`src/rtl/overlay_pkg.sv`:
```
// rtl/overlay_pkg.sv - shared widths, RGB slot positions, mode and region encodings
package overlay_pkg;

    localparam int unsigned CH_W  = 4;
    localparam int unsigned RGB_W = 3 * CH_W;

    // Channel slot positions inside a packed {R,G,B} word, in units of channel width
    localparam int unsigned R_SLOT = 2;
    localparam int unsigned G_SLOT = 1;
    localparam int unsigned B_SLOT = 0;

    typedef enum logic [1:0] {
        MODE_OPAQUE     = 2'd0,
        MODE_AVG        = 2'd1,
        MODE_KEY        = 2'd2,
        MODE_OPAQUE_ALT = 2'd3
    } mode_e;

    localparam int unsigned REGION_LIVE = 0;

endpackage

```
`src/rtl/overlay_palette.sv`:
```
// rtl/overlay_palette.sv - double-buffered overlay palette with frame-aligned commit
module overlay_palette
    import overlay_pkg::*;
#(
    parameter int unsigned COLOR_W     = CH_W,
    parameter int unsigned NUM_REGIONS = 4,
    parameter int unsigned SEL_W       = 3
) (
    input  logic                 clk,
    input  logic                 rst_n,
    input  logic                 frame_start,
    input  logic                 pal_wr_en,
    input  logic [SEL_W-1:0]     pal_wr_addr,
    input  logic [3*COLOR_W-1:0] pal_wr_data,
    input  logic                 pal_commit,
    input  logic [SEL_W-1:0]     rd_addr,
    output logic [3*COLOR_W-1:0] rd_data,
    output logic                 commit_pending
);

    // Entry k (region code k) lives at index k-1
    logic [3*COLOR_W-1:0] shadow_q [NUM_REGIONS];
    logic [3*COLOR_W-1:0] active_q [NUM_REGIONS];
    logic                 pending_q;
    logic                 pending_d;
    logic                 do_commit;

    assign do_commit = frame_start & (pending_q | pal_commit);

    always_comb begin
        pending_d = pending_q;
        if (do_commit) begin
            pending_d = 1'b0;
        end else if (pal_commit) begin
            pending_d = 1'b1;
        end
    end

    // active loads the pre-edge shadow, so a same-cycle write waits for the next commit
    always_ff @(posedge clk or negedge rst_n) begin
        if (!rst_n) begin
            pending_q <= 1'b0;
            for (int k = 0; k < NUM_REGIONS; k++) begin
                shadow_q[k] <= '0;
                active_q[k] <= '0;
            end
        end else begin
            pending_q <= pending_d;
            for (int k = 0; k < NUM_REGIONS; k++) begin
                if (do_commit) begin
                    active_q[k] <= shadow_q[k];
                end
                if (pal_wr_en && pal_wr_addr == SEL_W'(k + 1)) begin
                    shadow_q[k] <= pal_wr_data;
                end
            end
        end
    end

    always_comb begin
        rd_data = '0;
        for (int k = 0; k < NUM_REGIONS; k++) begin
            if (rd_addr == SEL_W'(k + 1)) begin
                rd_data = active_q[k];
            end
        end
    end

    assign commit_pending = pending_q;

endmodule

```
`src/rtl/overlay_colorizer.sv`:
```
// rtl/overlay_colorizer.sv - 2-stage pixel pipeline selecting black, live feed or blended overlay
module overlay_colorizer
    import overlay_pkg::*;
#(
    parameter int unsigned          COLOR_W     = CH_W,
    parameter int unsigned          NUM_REGIONS = 4,
    parameter int unsigned          SEL_W       = 3,
    parameter logic [3*COLOR_W-1:0] KEY_COLOR   = '0
) (
    input  logic                 clk,
    input  logic                 rst_n,
    input  logic                 video_on,
    input  logic                 hsync_in,
    input  logic                 vsync_in,
    input  logic                 frame_start,
    input  logic [3*COLOR_W-1:0] live_pixel,
    input  logic                 blank_disp,
    input  logic [SEL_W-1:0]     region_sel,
    input  logic [1:0]           mode,
    input  logic                 pal_wr_en,
    input  logic [SEL_W-1:0]     pal_wr_addr,
    input  logic [3*COLOR_W-1:0] pal_wr_data,
    input  logic                 pal_commit,
    output logic [COLOR_W-1:0]   red,
    output logic [COLOR_W-1:0]   green,
    output logic [COLOR_W-1:0]   blue,
    output logic                 hsync_out,
    output logic                 vsync_out,
    output logic                 commit_pending
);

    logic [3*COLOR_W-1:0] pal_rd;
    logic                 use_pal;

    // Stage 1 registers
    logic                 vo_q, hs1_q, vs1_q, blank_q, use_pal_q;
    logic [3*COLOR_W-1:0] live_q, pal_q;
    mode_e                mode_q;

    // Stage 2 registers
    logic [3*COLOR_W-1:0] rgb_q, rgb_d, avg;
    logic                 hs2_q, vs2_q;

    overlay_palette #(
        .COLOR_W     (COLOR_W),
        .NUM_REGIONS (NUM_REGIONS),
        .SEL_W       (SEL_W)
    ) u_palette (
        .clk            (clk),
        .rst_n          (rst_n),
        .frame_start    (frame_start),
        .pal_wr_en      (pal_wr_en),
        .pal_wr_addr    (pal_wr_addr),
        .pal_wr_data    (pal_wr_data),
        .pal_commit     (pal_commit),
        .rd_addr        (region_sel),
        .rd_data        (pal_rd),
        .commit_pending (commit_pending)
    );

    // Codes 0 and above NUM_REGIONS both fall back to the live feed
    assign use_pal = (region_sel != SEL_W'(REGION_LIVE)) && (region_sel <= SEL_W'(NUM_REGIONS));

    always_ff @(posedge clk or negedge rst_n) begin
        if (!rst_n) begin
            vo_q      <= 1'b0;
            hs1_q     <= 1'b0;
            vs1_q     <= 1'b0;
            blank_q   <= 1'b0;
            use_pal_q <= 1'b0;
            live_q    <= '0;
            pal_q     <= '0;
            mode_q    <= MODE_OPAQUE;
        end else begin
            vo_q      <= video_on;
            hs1_q     <= hsync_in;
            vs1_q     <= vsync_in;
            blank_q   <= blank_disp;
            use_pal_q <= use_pal;
            live_q    <= live_pixel;
            pal_q     <= pal_rd;
            mode_q    <= mode_e'(mode);
        end
    end

    for (genvar c = 0; c < 3; c++) begin : g_avg
        logic [COLOR_W:0] sum;
        assign sum = {1'b0, pal_q[c*COLOR_W +: COLOR_W]} + {1'b0, live_q[c*COLOR_W +: COLOR_W]};
        assign avg[c*COLOR_W +: COLOR_W] = sum[COLOR_W:1];
    end

    always_comb begin
        rgb_d = live_q;
        if (!vo_q || blank_q) begin
            rgb_d = '0;
        end else if (use_pal_q) begin
            case (mode_q)
                MODE_AVG: rgb_d = avg;
                MODE_KEY: rgb_d = (pal_q == KEY_COLOR) ? live_q : pal_q;
                default:  rgb_d = pal_q;
            endcase
        end
    end

    always_ff @(posedge clk or negedge rst_n) begin
        if (!rst_n) begin
            rgb_q <= '0;
            hs2_q <= 1'b0;
            vs2_q <= 1'b0;
        end else begin
            rgb_q <= rgb_d;
            hs2_q <= hs1_q;
            vs2_q <= vs1_q;
        end
    end

    assign red       = rgb_q[R_SLOT*COLOR_W +: COLOR_W];
    assign green     = rgb_q[G_SLOT*COLOR_W +: COLOR_W];
    assign blue      = rgb_q[B_SLOT*COLOR_W +: COLOR_W];
    assign hsync_out = hs2_q;
    assign vsync_out = vs2_q;

endmodule

```
`config.mk`:
```
export PLATFORM = sky130hd
export DESIGN_NAME = overlay_colorizer
export DESIGN_NICKNAME = d
export VERILOG_FILES = /design/src/rtl/overlay_pkg.sv /design/src/rtl/overlay_palette.sv /design/src/rtl/overlay_colorizer.sv
export SDC_FILE = /design/constraint.sdc
export NUM_CORES = 1
export LEC_CHECK = 0
export CAP_MARGIN = 20
export CORE_MARGIN = 2
export CORE_UTILIZATION = 62
export DETAILED_ROUTE_END_ITERATION = 7
export MAX_ROUTING_LAYER = met4
export PLACE_DENSITY = 0.83
export REMOVE_ABC_BUFFERS = 1
export SKIP_CTS_REPAIR_TIMING = 1
export SYNTH_ARGS = -nofsm -noshare
export SYNTH_HDL_FRONTEND = slang
export SYNTH_HIERARCHICAL = 1
export SYNTH_SLANG_ARGS = --single-unit
```
`constraint.sdc`:
```
create_clock -name clk -period 3.3 [get_ports clk]
set_clock_uncertainty 0.05 [all_clocks]
set_input_delay 0.33 -clock clk [delete_from_list [all_inputs] [get_ports clk]]
set_output_delay 0.33 -clock clk [all_outputs]
set_load 0.03 [all_outputs]
```
==> results of run 1 <==
[metrics by stage]
step | hold slack [ns] | cell area (sq um) | util
2_1_floorplan | -0.0156 | 6210 | -
3_3_place_gp | 0.282 | 6990 | 0.686
3_5_place_dp | 0.291 | 6990 | 0.686
4_1_cts | -0.165 | 7570 | 0.743
5_1_grt | 0.166 | 7600 | 0.746
6_report | 0.191 | 7600 | 0.746
[worst max-delay path, stage by stage, from the launching register on]
cell and delay [ns]:
sky130_fd_sc_hd__dfrtp_1 0.44, sky130_fd_sc_hd__or4_4 0.61, sky130_fd_sc_hd__nor4_4 0.46, sky130_fd_sc_hd__a221o_1 0.22
sky130_fd_sc_hd__a21oi_1 0.04, sky130_fd_sc_hd__nor3_1 0.20
[registers in the layout, indices dropped and copies added, names as in the netlist, 2 cells and up]
name / cells
rgb_q: 12
live_q: 12
mode_q: 2
u_palette/active_q: 48
u_palette/shadow_q: 48
pal_q: 12
[synth_stat cells (2+ instances only)]
cell type | count | area, sq um
sky130_fd_sc_hd__and2_1 | 2 | 12.5
sky130_fd_sc_hd__a221o_1 | 4 | 40.0
sky130_fd_sc_hd__a21oi_1 | 13 | 65.1
sky130_fd_sc_hd__nand3b_1 | 4 | 30.0
sky130_fd_sc_hd__mux2i_1 | 12 | 120
sky130_fd_sc_hd__nor2_1 | 6 | 22.5
sky130_fd_sc_hd__o221ai_1 | 12 | 105
sky130_fd_sc_hd__buf_12 | 2 | 40.0
sky130_fd_sc_hd__nor2b_1 | 5 | 31.3
sky130_fd_sc_hd__and4bb_4 | 3 | 48.8
sky130_fd_sc_hd__inv_1 | 6 | 22.5
sky130_fd_sc_hd__a31o_2 | 3 | 26.3
sky130_fd_sc_hd__xnor2_1 | 5 | 43.8
sky130_fd_sc_hd__a21o_1 | 2 | 15.0
sky130_fd_sc_hd__buf_6 | 3 | 33.8
sky130_fd_sc_hd__fa_1 | 3 | 60.1
sky130_fd_sc_hd__dfrtp_1 | 142 | 3550
sky130_fd_sc_hd__nor4_4 | 2 | 42.5
sky130_fd_sc_hd__xor2_1 | 2 | 17.5
sky130_fd_sc_hd__nor3_1 | 4 | 20.0
sky130_fd_sc_hd__buf_8 | 3 | 45.0
sky130_fd_sc_hd__or2b_2 | 2 | 17.5
sky130_fd_sc_hd__or4_4 | 2 | 22.5
sky130_fd_sc_hd__buf_2 | 4 | 20.0
sky130_fd_sc_hd__buf_4 | 5 | 37.5
sky130_fd_sc_hd__a22oi_1 | 3 | 22.5
sky130_fd_sc_hd__nand4bb_1 | 11 | 124
sky130_fd_sc_hd__nand3_1 | 2 | 10.0
sky130_fd_sc_hd__mux2_4 | 60 | 901
sky130_fd_sc_hd__nand2b_1 | 2 | 12.5
sky130_fd_sc_hd__nand2_1 | 21 | 78.8
sky130_fd_sc_hd__mux2_2 | 36 | 405
sky130_fd_sc_hd__clkbuf_1 | 5 | 18.8
sky130_fd_sc_hd__ha_1 | 11 | 138
sky130_fd_sc_hd__a31oi_1 | 3 | 18.8
sky130_fd_sc_hd__o21ai_0 | 10 | 50.1
sky130_fd_sc_hd__a22o_1 | 3 | 26.3
[cells by family (layout without fill, tap and decap cells)]
kind of cell               Yosys count  count (layout)  share of synthesized area
DFF                                142             142                      0.553
and+or+nand+nor                     73              73                     0.0828
adders and majority gates           14              14                     0.0308
AOI/OAI and AO/OA                   59              59                     0.0655
xor gates and xnor gates             7               7                    0.00955
buffers and inverters               29              99                     0.0360
muxes                              108             108                      0.222
[power by group]
group          internal, mW  switching (mW)
clock                  1.11           0.753
sequential             2.11           0.264
combinational         0.581           0.360
total                  3.80            1.38
[cell type report]
cell class,instances,area share
clock inverters,14,0.0208
clock buffers,18,0.0563
flip-flops and latches,142,0.468
multi-input cells,261,0.348
well taps,136,0.0224
inverters,6,0.00296
repair buffers,61,0.0815
[worst max path at each step]
stage                                               startpoint  cells after the start                            endpoint  slack (ns)
final                                       pal_q[9]$_DFF_PN0_                      5                  rgb_q[6]$_DFF_PN0_        1.16
after global routing                        pal_q[9]$_DFF_PN0_                      5                  rgb_q[6]$_DFF_PN0_        1.07
after CTS                                   pal_q[9]$_DFF_PN0_                      5                  rgb_q[8]$_DFF_PN0_        1.18
after detailed placement                        pal_wr_addr[0]                      3  u_palette/shadow_q[20]$_DFFE_PN0P_        0.81
after global placement                          pal_wr_addr[2]                      3  u_palette/shadow_q[20]$_DFFE_PN0P_        0.87
after floorplan           u_palette/commit_pending$_DFFE_PN0P_                      2   u_palette/active_q[0]$_DFFE_PN0P_        0.56
[metal layers]
layer / track usage / part of all wire / vias up
met1: 0.307 / 0.43 / 1938
met5: - / 0 / -
met4: 0.0940 / 0.018 / 0
li1: - / - / 1697
met2: 0.413 / 0.51 / 91
met3: 0.0612 / 0.038 / 16
==> impl_metrics.yaml, run 1 <==
sta:
  final.min_clock_period_ns: 2.14
  worstMarginPinSlew_ns: 1.05
  timing_max_transition_violations_final: 0
  max_freq_mhz: 467
  maxSlewHeadroom: 0.301
  tns_ns: 0
  final_critical_path_setup_slack_ns: 1.16
  period_share: 0.649
  setup_repair_after_global_routing_missed_its_margin: "no"
  hold_viol_final: 0
  setup_viol_count_final: 0
detailed_routing:
  detail_route.first_pass.iterations: 5
  detailedRoute.firstIterationViolations: 134
  vias_per_cell: 5.87
  drc: 0
  drt-wirelength-per-cell_microns: 19.3
  via_count: 3742
  antenna_left: 0
  drt_wl_total_microns: 12300
floorplanning:
  placement_rows: 37
  core_area_sq_um: 10200
  fp.dieArea_sq_um: 11200
  ioPinCount: 56
  dieWidth_microns: 106
  dieHeight_microns: 106
  starting_density_of_the_core: 0.631
clock_network:
  htree_levels: 4
  clk-insertion-delay-late_ns: 0.53
  cts.path.max_buffers: 2
  numCtsBuffers: 17
  clk_root_buf: "sky130_fd_sc_hd__clkbuf_8"
  cts_sinks: 142
  tritoncts: "built"
  clk_pin_slew_ns: 0.06
cells_and_area:
  finalNonFillerCells: 638
  layout-drive-gt1-share: 0.297
  layout.cells.most_common_list: "sky130_fd_sc_hd__dfrtp_1 (142), sky130_fd_sc_hd__mux2_4 (60), sky130_fd_sc_hd__clkdlybuf4s50_1 (54)"
  area_growth_pct: 18.3
  antenna-diode-count: 0
  multiInputGateArea_sq_um: 2650
  layout.cells.most_common: "sky130_fd_sc_hd__dfrtp_1"
  register_cell_area_after_layout_sq_um: 3550
  fillCellCount: 645
  design.final.nets: 544
worst_hold_path:
  holdCritPathClass: "input pin to flip-flop"
  min_delay_path_depth: 1
  hold_start: "live_pixel[1]"
  worstHoldEndpoint: "live_q[1]$_DFF_PN0_"
power:
  power.static_leakage_nw: 3.40
  irDropWorstVdd_mv: 0.485
  power.density_nw_per_um2: 682
  p_total_mw: 5.18
worst_setup_path:
  setup.reg_to_reg.worst_slack_ns: 1.16
  worstRegToRegCells: 5
  critPathMaxFanout: 6
  worstSetupEndpointType: "flip-flop"
  critPathRequiredTime_ns: 3.67
  reg2reg_from: "pal_q[9]$_DFF_PN0_"
  path_class: "flip-flop to flip-flop"
  critical_path.startpoint_type: "flip-flop"
  critical_path.reg2reg.endpoint: "rgb_q[6]$_DFF_PN0_"
  cp_data_arrival_time_ns: 2.52
global_route:
  antenna_found_initial: 0
  grt_start_max_net_pins: 87
  globalRouteTotalUtil: 0.253
  grt_pass1_vias: 4030
  first_pass_grt_wire_length_microns: 20700
  grt_overflow: 0
placed_design:
  gp_congestion: 0.871
  detailedPlace.worstSlack_ns: 0.806
  buffer_ports.inserted: 55
  hpwl_microns: 7740
  dpl.cell_count: 604
synthesis:
  synthesis.yosys.warnings: 6
  netlist_area_sq_um: 6420
  flop_and_latch_count_out_of_synthesis: 142
  fraction_of_the_yosys_area_taken_by_sequential_cells: 0.553
  synth-async-reset-ratio: 1.00
  avgSynthCellArea_sq_um: 14.9
  synth_flop_cell: "sky130_fd_sc_hd__dfrtp_1"
  cell_count_after_synthesis: 432
  count_of_unique_library_cells_instantiated_by_yosys: 51
  synth_edf_count: 0
run:
  drv.max_cap_violation_count: 0
status:
  outcome: "finished clean"
(Power assumes the default switching activity.)
==> inputs of run 2 (changes only) <==
--- a/config.mk
+++ b/config.mk
@@ -7,10 +7,10 @@
 export LEC_CHECK = 0
 export CAP_MARGIN = 20
 export CORE_MARGIN = 2
-export CORE_UTILIZATION = 62
+export CORE_UTILIZATION = 52
 export DETAILED_ROUTE_END_ITERATION = 7
 export MAX_ROUTING_LAYER = met4
-export PLACE_DENSITY = 0.83
+export PLACE_DENSITY = 0.74
 export REMOVE_ABC_BUFFERS = 1
 export SKIP_CTS_REPAIR_TIMING = 1
 export SYNTH_ARGS = -nofsm -noshare
==> constraint.sdc (replaced) <==
create_clock -name clk -period 1.85 [get_ports clk]
set_clock_uncertainty 0.05 [all_clocks]
set_input_delay 0.185 -clock clk [delete_from_list [all_inputs] [get_ports clk]]
set_output_delay 0.185 -clock clk [all_outputs]
set_load 0.03 [all_outputs]
==> impl_metrics.yaml, run 2 (synthesized netlist as in run 1, its figures left out) <==
global_route:
  grt_overflow: 0
  antenna_found_initial: 0
  grt_pass1_vias: 4025
  first_pass_grt_wire_length_microns: 20800
  grt_start_max_net_pins: 48
  globalRouteTotalUtil: 0.215
cells_and_area:
  top_regs: "u_palette/active_q (48), u_palette/shadow_q (48)"
  multiInputGateArea_sq_um: 2720
  design.final.nets: 577
  area_growth_pct: 24.2
  layout.cells.most_common_list: "sky130_fd_sc_hd__dfrtp_1 (142), sky130_fd_sc_hd__mux2_4 (60), sky130_fd_sc_hd__clkdlybuf4s50_1 (54)"
  antenna-diode-count: 0
  layout.cells.most_common: "sky130_fd_sc_hd__dfrtp_1"
  final_util: 0.664
  layout-drive-gt1-share: 0.363
  register_cell_area_after_layout_sq_um: 3550
  finalNonFillerCells: 681
  fillCellCount: 877
  final_design_area_no_fill_sq_um: 7980
worst_setup_path:
  worstRegToRegCells: 6
  setup.reg_to_reg.worst_slack_ns: -0.12
  worstSetupEndpointType: "flip-flop"
  critPathMaxFanout: 4
  critical_path.reg2reg.endpoint: "rgb_q[6]$_DFF_PN0_"
  reg2reg_from: "pal_q[8]$_DFF_PN0_"
  critPathLaunch: "pal_q[8]$_DFF_PN0_"
  critical_path.startpoint_type: "flip-flop"
  path_class: "flip-flop to flip-flop"
  critPathRequiredTime_ns: 2.14
  critPathCapture: "rgb_q[6]$_DFF_PN0_"
  cp_data_arrival_time_ns: 2.26
placed_design:
  dpl.cell_count: 645
  gp_congestion: 0.843
  buffer_ports.inserted: 55
  detailed_place.area_sq_um: 7290
  hpwl_microns: 8460
clock_network:
  clk_root_buf: "sky130_fd_sc_hd__clkbuf_16"
  numCtsBuffers: 17
  tritoncts: "built"
  htree_levels: 4
  clk_pin_slew_ns: 0.06
  clk-insertion-delay-late_ns: 0.43
  cts_sinks: 142
  cts.path.max_buffers: 2
detailed_routing:
  vias_per_cell: 5.53
  drt-wirelength-per-cell_microns: 18.6
  drt_wl_total_microns: 12700
  antenna_left: 0
  detail_route.first_pass.iterations: 4
  via_count: 3768
  detailedRoute.firstIterationViolations: 228
  drc: 0
power:
  switching_share: 0.256
  share_clk_of_total_power: 0.350
  power.net_switching_mw: 2.38
  p_total_mw: 9.31
  irDropWorstVdd_mv: 1.06
  power.static_leakage_nw: 3.59
  power.internal_mw: 6.93
  power.density_nw_per_um2: 1170
  p_seq_frac: 0.447
  power_share_of_the_combinational_group: 0.203
floorplanning:
  core_area_sq_um: 12000
  starting_density_of_the_core: 0.535
  ioPinCount: 56
  dieHeight_microns: 115
  dieWidth_microns: 115
  placement_rows: 40
  fp.dieArea_sq_um: 13300
sta:
  setup_viol_count_final: 7
  period_share: 1.07
  hold_viol_final: 0
  final_critical_path_setup_slack_ns: -0.121
  worstMarginPinSlew_ns: 0.478
  max_freq_mhz: 507
  maxSlewHeadroom: 0.680
  timing_max_transition_violations_final: 0
  final.min_clock_period_ns: 1.97
  setup_repair_after_global_routing_missed_its_margin: "yes"
  holdWs_ns: 0.151
worst_hold_path:
  holdCritPathClass: "input pin to flip-flop"
status:
  failing_checks: "setup timing"
  outcome: "complete, but fails checks"
run:
  drv.max_cap_violation_count: 0
run 2: changes by cell type in the layout (fill, tap and decap cells not counted), moves of 2 or more:
cell                       change
sky130_fd_sc_hd__buf_12        +5
sky130_fd_sc_hd__clkbuf_1      +3
sky130_fd_sc_hd__fa_1          -2
sky130_fd_sc_hd__a21oi_1       -4
sky130_fd_sc_hd__nor3_2        +3
sky130_fd_sc_hd__fa_2          +2
sky130_fd_sc_hd__a21oi_2       +3
sky130_fd_sc_hd__inv_6         -4
sky130_fd_sc_hd__nor3_1        -3
sky130_fd_sc_hd__buf_4        +27
sky130_fd_sc_hd__buf_6         +2
run 2: area by class of cell:
type | instances | share of cell area
flip-flops and latches | 142 | 0.445
multi-input cells | 261 | 0.341
repair buffers | 94 | 0.117
clock buffers | 21 | 0.0565
well taps | 147 | 0.0231
clock inverters | 10 | 0.0146
inverters | 6 | 0.00282
run 2: worst min path at each step:
stage                         from                    to  depth (start not counted)
detailed placement           rst_n   vsync_out$_DFF_PN0_                          1
CTS                          rst_n    rgb_q[1]$_DFF_PN0_                          1
global route              vsync_in       vs1_q$_DFF_PN0_                          1
finish              live_pixel[10]  live_q[10]$_DFF_PN0_                          1
floorplan                    rst_n     blank_q$_DFF_PN0_                          0
global placement             rst_n   hsync_out$_DFF_PN0_                          1
run 2: through the flow:
stage | setup slack, ns | setup TNS (ns)
4_1_cts | -0.149 | -1.02
5_1_grt | -0.188 | -0.955
2_1_floorplan | -0.892 | -41.01
3_3_place_gp | -0.0708 | -0.369
6_report | -0.121 | -0.370
3_5_place_dp | -0.136 | -0.866
run 2: per-layer routing:
| layer | part of all wire | up-vias | global-route usage |
|---|---|---|---|
| met4 | 0.018 | 0 | 0.0972 |
| met3 | 0.042 | 23 | 0.0532 |
| li1 | - | 1760 | - |
| met1 | 0.45 | 1903 | 0.270 |
| met5 | 0 | - | - |
| met2 | 0.49 | 82 | 0.332 |
run 2: power by group through the flow:
stage | logic [mW] | registers (mW) | clock network (mW)
floorplan | 1.23 | 4.12 | 0
global placement | 1.78 | 4.15 | 0
detailed placement | 1.84 | 4.20 | 0
CTS | 1.85 | 4.16 | 3.33
global route | 2.04 | 4.23 | 3.45
finish | 1.89 | 4.16 | 3.26
run 2: critical path, cell delays in order, from the launching register on:
cell                      delay (ns)
sky130_fd_sc_hd__dfrtp_1        0.38
sky130_fd_sc_hd__or4_4          0.57
sky130_fd_sc_hd__nor4_4         0.29
sky130_fd_sc_hd__buf_4          0.20
sky130_fd_sc_hd__a221o_1        0.16
sky130_fd_sc_hd__a21oi_2        0.04
sky130_fd_sc_hd__nor3_2         0.19
==> inputs of run 3 (changes only) <==
--- a/config.mk
+++ b/config.mk
@@ -5,7 +5,6 @@
 export SDC_FILE = /design/constraint.sdc
 export NUM_CORES = 1
 export LEC_CHECK = 0
-export CAP_MARGIN = 20
 export CORE_MARGIN = 2
 export CORE_UTILIZATION = 52
 export DETAILED_ROUTE_END_ITERATION = 7
==> results of run 3 <==
Same layout as run 2: the final DEF is identical, and so are final timing and power.
